<file path="src/rtl/wb_stage.sv">
// Writeback stage: drives the single register-file write port from MEM/WB, splitting 64-bit products into LO then HI.
// Optional feature macro WB_PERF_CNT_EN adds write/stall performance counters.
module wb_stage #(
  parameter logic [5:0] HI_ADDR = 6'd32,
  parameter logic [5:0] LO_ADDR = 6'd33
) (
  input  logic        clock,
  input  logic        reset,
  input  logic        MEM_WB_MemtoReg,
  input  logic        MEM_WB_RegWrite,
  input  logic        MEM_WB_MulWrite,
  input  logic [31:0] MEM_WB_dm_out,
  input  logic [31:0] MEM_WB_mux5_out,
  input  logic [5:0]  MEM_WB_mux1_out,
  input  logic [63:0] MEM_WB_prod,
`ifdef WB_PERF_CNT_EN
  output logic [31:0] wb_write_cnt,
  output logic [31:0] wb_stall_cnt,
`endif
  output logic        rf_we,
  output logic [5:0]  rf_waddr,
  output logic [31:0] rf_wdata,
  output logic        wb_stall
);

  typedef enum logic {
    IDLE   = 1'b0,
    MUL_HI = 1'b1
  } state_t;

  state_t      state;
  state_t      next_state;
  logic [31:0] hi_hold;
  logic [31:0] next_hold;
  logic        next_we;
  logic [5:0]  next_waddr;
  logic [31:0] next_wdata;

  // Next-state and write-port selection; MUL_HI ignores inputs (they are the held multiply entry)
  always_comb begin
    next_state = state;
    next_hold  = hi_hold;
    next_we    = 1'b0;
    next_waddr = rf_waddr;
    next_wdata = rf_wdata;
    wb_stall   = 1'b0;
    case (state)
      IDLE: begin
        if (MEM_WB_MulWrite) begin
          wb_stall   = ~reset;
          next_we    = 1'b1;
          next_waddr = LO_ADDR;
          next_wdata = MEM_WB_prod[31:0];
          next_hold  = MEM_WB_prod[63:32];
          next_state = MUL_HI;
        end else if (MEM_WB_RegWrite && (MEM_WB_mux1_out != 6'd0)) begin
          next_we    = 1'b1;
          next_waddr = MEM_WB_mux1_out;
          next_wdata = MEM_WB_MemtoReg ? MEM_WB_dm_out : MEM_WB_mux5_out;
        end else begin
          next_we    = 1'b0;
        end
      end
      MUL_HI: begin
        next_we    = 1'b1;
        next_waddr = HI_ADDR;
        next_wdata = hi_hold;
        next_state = IDLE;
      end
      default: begin
        next_state = IDLE;
      end
    endcase
  end

  // State and registered write port
  always_ff @(posedge clock or posedge reset) begin
    if (reset) begin
      state    <= IDLE;
      hi_hold  <= 32'd0;
      rf_we    <= 1'b0;
      rf_waddr <= 6'd0;
      rf_wdata <= 32'd0;
    end else begin
      state    <= next_state;
      hi_hold  <= next_hold;
      rf_we    <= next_we;
      rf_waddr <= next_waddr;
      rf_wdata <= next_wdata;
    end
  end

`ifdef WB_PERF_CNT_EN
  // Free-running wrap-around event counters, cleared only by reset
  always_ff @(posedge clock or posedge reset) begin
    if (reset) begin
      wb_write_cnt <= 32'd0;
      wb_stall_cnt <= 32'd0;
    end else begin
      if (rf_we) begin
        wb_write_cnt <= wb_write_cnt + 32'd1;
      end
      if (wb_stall) begin
        wb_stall_cnt <= wb_stall_cnt + 32'd1;
      end
    end
  end
`endif

endmodule
</file>
<file path="config.mk">
export PLATFORM = sky130hd
export DESIGN_NAME = wb_stage
export DESIGN_NICKNAME = d
export VERILOG_FILES = /design/src/rtl/wb_stage.sv
export SDC_FILE = /design/constraint.sdc
export NUM_CORES = 1
export LEC_CHECK = 0
export CAP_MARGIN = 20
export CORE_ASPECT_RATIO = 1.25
export CORE_MARGIN = 1
export CORE_UTILIZATION = 40
export DETAILED_ROUTE_END_ITERATION = 8
export GPL_TIMING_DRIVEN = 0
export PLACE_DENSITY = 0.87
export SKIP_LAST_GASP = 1
export SLEW_MARGIN = 20
export SYNTH_ARGS = -nofsm -noshare
export SYNTH_HDL_FRONTEND = slang
export SYNTH_SLANG_ARGS = --single-unit
</file>
<file path="constraint.sdc">
create_clock -name clock -period 5.11 [get_ports clock]
set_clock_uncertainty 0.05 [all_clocks]
set_input_delay 1.533 -clock clock [delete_from_list [all_inputs] [get_ports clock]]
set_output_delay 1.533 -clock clock [all_outputs]
set_load 0.005 [all_outputs]
</file>
# == After elaboration in Yosys (flattened, before gate mapping) ==
# Cells that the tools add are included.
# totals
word_cells,25
output_inout_bits,40
in_bits,139
ff_bits,72
# op_classes
bitwise,2
mux,14
n_eq_ne,1
n_reduce_logical,3
# ops
op,n
32-bit two-way mux,3
32-bit case mux with 2 select lines,1
6-bit two-way mux,2
6-bit case mux with 2 select lines,1
6-bit nonzero test,1
1-bit two-way mux,5
1-bit case mux with 2 select lines,2
"3-bit != test, second input constant",1
1-bit NOT,2
2-bit AND reduction,1
1-bit logical AND,1

# == Logic depth before layout (Yosys ltp) ==
# Gate-level depths: netlist (run 1).
# depth
word_depth,5
depth_mapped,6
ltp_nobuf,4

# == Least setup slack after synthesis (run 1) ==
# OpenSTA, ideal clock, no wires.
# synth_timing
kind,input -> output
startpoint,in reset
endpoint,out wb_stall
path_stages,2
arrival_time_ns,3.337
setup_slack_ns,0.190
path_cell_list,inv_1 > and2_1
# synth_between
elab_chain_len,3
# synth_lines
item,line_no,source
from (decl),8,"input logic reset,"
1-bit NOT,50,wb_stall = ~reset;
1-bit two-way mux,49,if (MEM_WB_MulWrite) begin
1-bit two-way mux,47,case (state)
to (decl),23,output logic wb_stall
# Every way passes these cells.

# == Worst setup path after layout (run 1) ==
# layout_timing
startpoint,in MEM_WB_MulWrite
endpoint,out wb_stall
# layout_between
elab_chain_len,2
# layout_lines
item,line_no,source
from (decl),11,"input logic MEM_WB_MulWrite,"
1-bit two-way mux,49,
1-bit two-way mux,47,
# Every way passes these cells.

==> flow_summary.toml, run 1 <==
[finish]
antenna_cells = 0
area_growth_pct = 62.42
layout-drive-gt1-share = 0.2105
final_util = 0.6808
final_nets = 609
fin_cells = 592

[run]
max_cap_violations = 0

[synthesis]
yosysWarnings = 0
synth_area_leaders = "dfrtp_1 51%, mux2_2 21%, a22oi_1 7.1%"
synthCells = 282
synthDominantCellAreaShare = 0.5130
synth_cell_types = 24
yosysTopAreaCell = "dfrtp_1"
syn_area_per_cell_um2 = 12.45
ys_seq_elements = 72
syn_nets = 421
synth-seq-area-share = 0.5130
syn_area_um2 = 3512

[floorplan]
core_um2 = 8379
die_x_um = 85.81
row_count = 37
die_area_um2 = 9162
start_util = 0.4191
die_y_um = 106.8
num_io_pins = 179

[global_routing]
gr-total-overflow = 0
grt_pass1_wl_um = 17440
grt_antenna_before_repair = 0
track_usage = 0.2501
grt_max_degree = 41
grt_pass1_vias = 3529

[outcome]
outcome = "finished clean"

[sta]
max_freq_mhz = 200.3
slew_headroom = 0.5688
setup_viol = 0
worst_slew_pin_slew_ns = 0.6468
timing.final.hold_violations = 0
min_period_over_period = 0.9768
fin_crit_ns = 4.992
drv_slew = 0
rsz0062_at_grt = "false"
setup_slack_ns = 0.1185

[power]
pwr-share-seq = 0.415
power_per_cell_area_nw_per_um2 = 292.9
switchingPower_mw = 0.3987
ir_worst_vdd_uv = 172.3
p_leak_nw = 2.275
swShare = 0.2386
p_int_mw = 1.272
clkPwrFrac = 0.338
total_power_mw = 1.671
share_comb_of_total_power = 0.248

[routing]
via_count = 3215
vias_per_cell = 5.431
routed_wl_um = 10860
wl_per_cell_um = 18.34
drc_errors = 0
drt_pre_antenna_iters = 4
drt_iter0_drc = 149
detail-route-antenna-nets = 0

[clock_tree]
cts_setup_buffers = 0
clock-sinks = 72
clockBufferDepth = 2
cts_tree = "yes"
worstSkewPairLatency_ns = 0.34
postCtsHoldBufs = 0
path_clk_slew_ns = 0.07
clockRootBuffer = "clkbuf_8"
htree_levels = 3
numCtsBuffers = 9
cts_resized = 1

[placement]
io_buffer_count = 177
gp_congestion = 0.8068
placed_cells = 577
preCtsSetupSlack_ns = -0.3685
place_hpwl_um = 8167

[worst_setup_path]
endpoint_kind = "output pin"
critPathMaxStageDelay_ns = 0.56
crit_type = "input pin to output pin"
reg2regPathDepth = 6
cp.arrival_ns = 3.41
cp.required_ns = 3.53
cp_slowest_cell = "clkdlybuf4s50_1"
critPathMaxFanout = 19
crit_path_start_kind = "input pin"
cpMostUsedCell = "clkdlybuf4s50_1"
crit_chain = "clkdlybuf4s50_1, nor2b_1, clkbuf_2, and2_1, clkdlybuf4s50_1"

[hold_path]
min_path_cells = 2
hold_class = "register to register"
[critical path: cells and delay by family]
kind	cells	cell delay (ns)
buffers and inverters	3	1.46
and+or+nand+nor	2	0.41
[final timing paths]
path	slack (ns)	endpoint	start
max	0.12	wb_stall	MEM_WB_MulWrite
min	0.46	rf_waddr[5]	rf_waddr[5]
max reg2reg	2.95	rf_wdata[17]	state
min reg2reg	0.46	rf_waddr[5]	rf_waddr[5]
max in group asynchronous	2.92	rf_wdata[31]	reset
min in group asynchronous	1.51	hi_hold[0]	reset
[power groups by stage]
stage	Sequential [mW]	Clock (mW)	Combinational, mW
after floorplan	0.697	0	0.177
after global placement	0.698	0	0.402
after detailed placement	0.702	0	0.415
after CTS	0.692	0.568	0.417
after global routing	0.702	0.597	0.444
final	0.693	0.564	0.414
[logic make-up after synthesis]
family,Yosys count,share of synthesized area
AO/OA/AOI/OAI,102,0.2159
buffers and inverters,26,0.03990
flip-flops,72,0.5130
AND/OR/NAND/NOR,18,0.02601
multiplexers,64,0.2052
[placed cells by master, fill, tap and decap left out, types with 2 or more instances in the layout]
cell type	count
clkbuf_8	11
clkbuf_1	12
a22oi_1	33
buf_6	5
bufinv_16	3
buf_1	2
mux2_2	64
o21ai_0	28
dfrtp_1	72
buf_2	2
a21oi_1	3
a2bb2oi_1	28
clkbuf_2	3
o21ai_1	4
a2bb2oi_2	4
nand2_1	7
clkdlybuf4s50_1	177
nor2_1	5
[layout make-up]
| class | count | area [um^2] |
|---|---|---|
| fill | 627 | 2675 |
| sequential | 72 | 1802 |
| timing repair buffer | 178 | 1792 |
| multi-input combinational | 184 | 1570 |
| clock buffer | 11 | 151.4 |
| tap | 117 | 146.4 |
| buffer | 24 | 133.9 |
| clock inverter | 5 | 102.6 |
| inverter | 1 | 6.256 |
[metal layers]
metal | vias to the layer above | part of all wire | track usage | wire (um)
li1 | 1448 | - | - | -
met2 | 141 | 0.53 | 0.4514 | 5770
met4 | 0 | 0.026 | 0.1167 | 280
met1 | 1604 | 0.39 | 0.2816 | 4201
met5 | - | 0 | 0 | 0
met3 | 22 | 0.056 | 0.04850 | 606
[Yosys cell counts]
master,n
o31ai_4,1
or4_4,1
inv_1,1
dfrtp_1,72
mux2_2,64
nor2_1,5
nand3_1,1
clkbuf_1,14
o21ai_0,28
a22oi_1,33
o21ai_1,4
buf_6,5
a2bb2oi_2,4
a221oi_1,1
clkbuf_2,2
nand2_4,1
and2_1,1
nand2_1,7
buf_1,2
a2bb2oi_1,28
nor2b_1,1
or2_2,1
buf_2,2
a21oi_1,3
[registers in the layout, indices dropped and copies added (netlist names)]
name,cells
rf_waddr,6
rf_we,1
rf_wdata,32
hi_hold,32
state,1
[per-stage QoR]
stage	cell area (um^2)	hold WS [ns]	setup TNS [ns]
2_1_floorplan	3512	0.4311	0
3_3_place_gp	5430	0.4292	-1.321
3_5_place_dp	5453	0.4392	-0.3685
4_1_cts	5704	0.4584	0
5_1_grt	5704	0.4746	0
6_report	5704	0.4562	0
(Power assumes the default switching activity.)
==> inputs of run 2 (changes only) <==
--- a/config.mk
+++ b/config.mk
@@ -5,10 +5,12 @@
 export SDC_FILE = /design/constraint.sdc
 export NUM_CORES = 1
 export LEC_CHECK = 0
+export ABC_AREA = 0
 export CAP_MARGIN = 20
 export CORE_ASPECT_RATIO = 1.25
 export CORE_MARGIN = 1
 export CORE_UTILIZATION = 40
+export CTS_CLUSTER_SIZE = 20
 export DETAILED_ROUTE_END_ITERATION = 8
 export GPL_TIMING_DRIVEN = 0
 export PLACE_DENSITY = 0.87
==> results of run 2 <==
Final layout, timing and power as in run 1 (identical DEF).
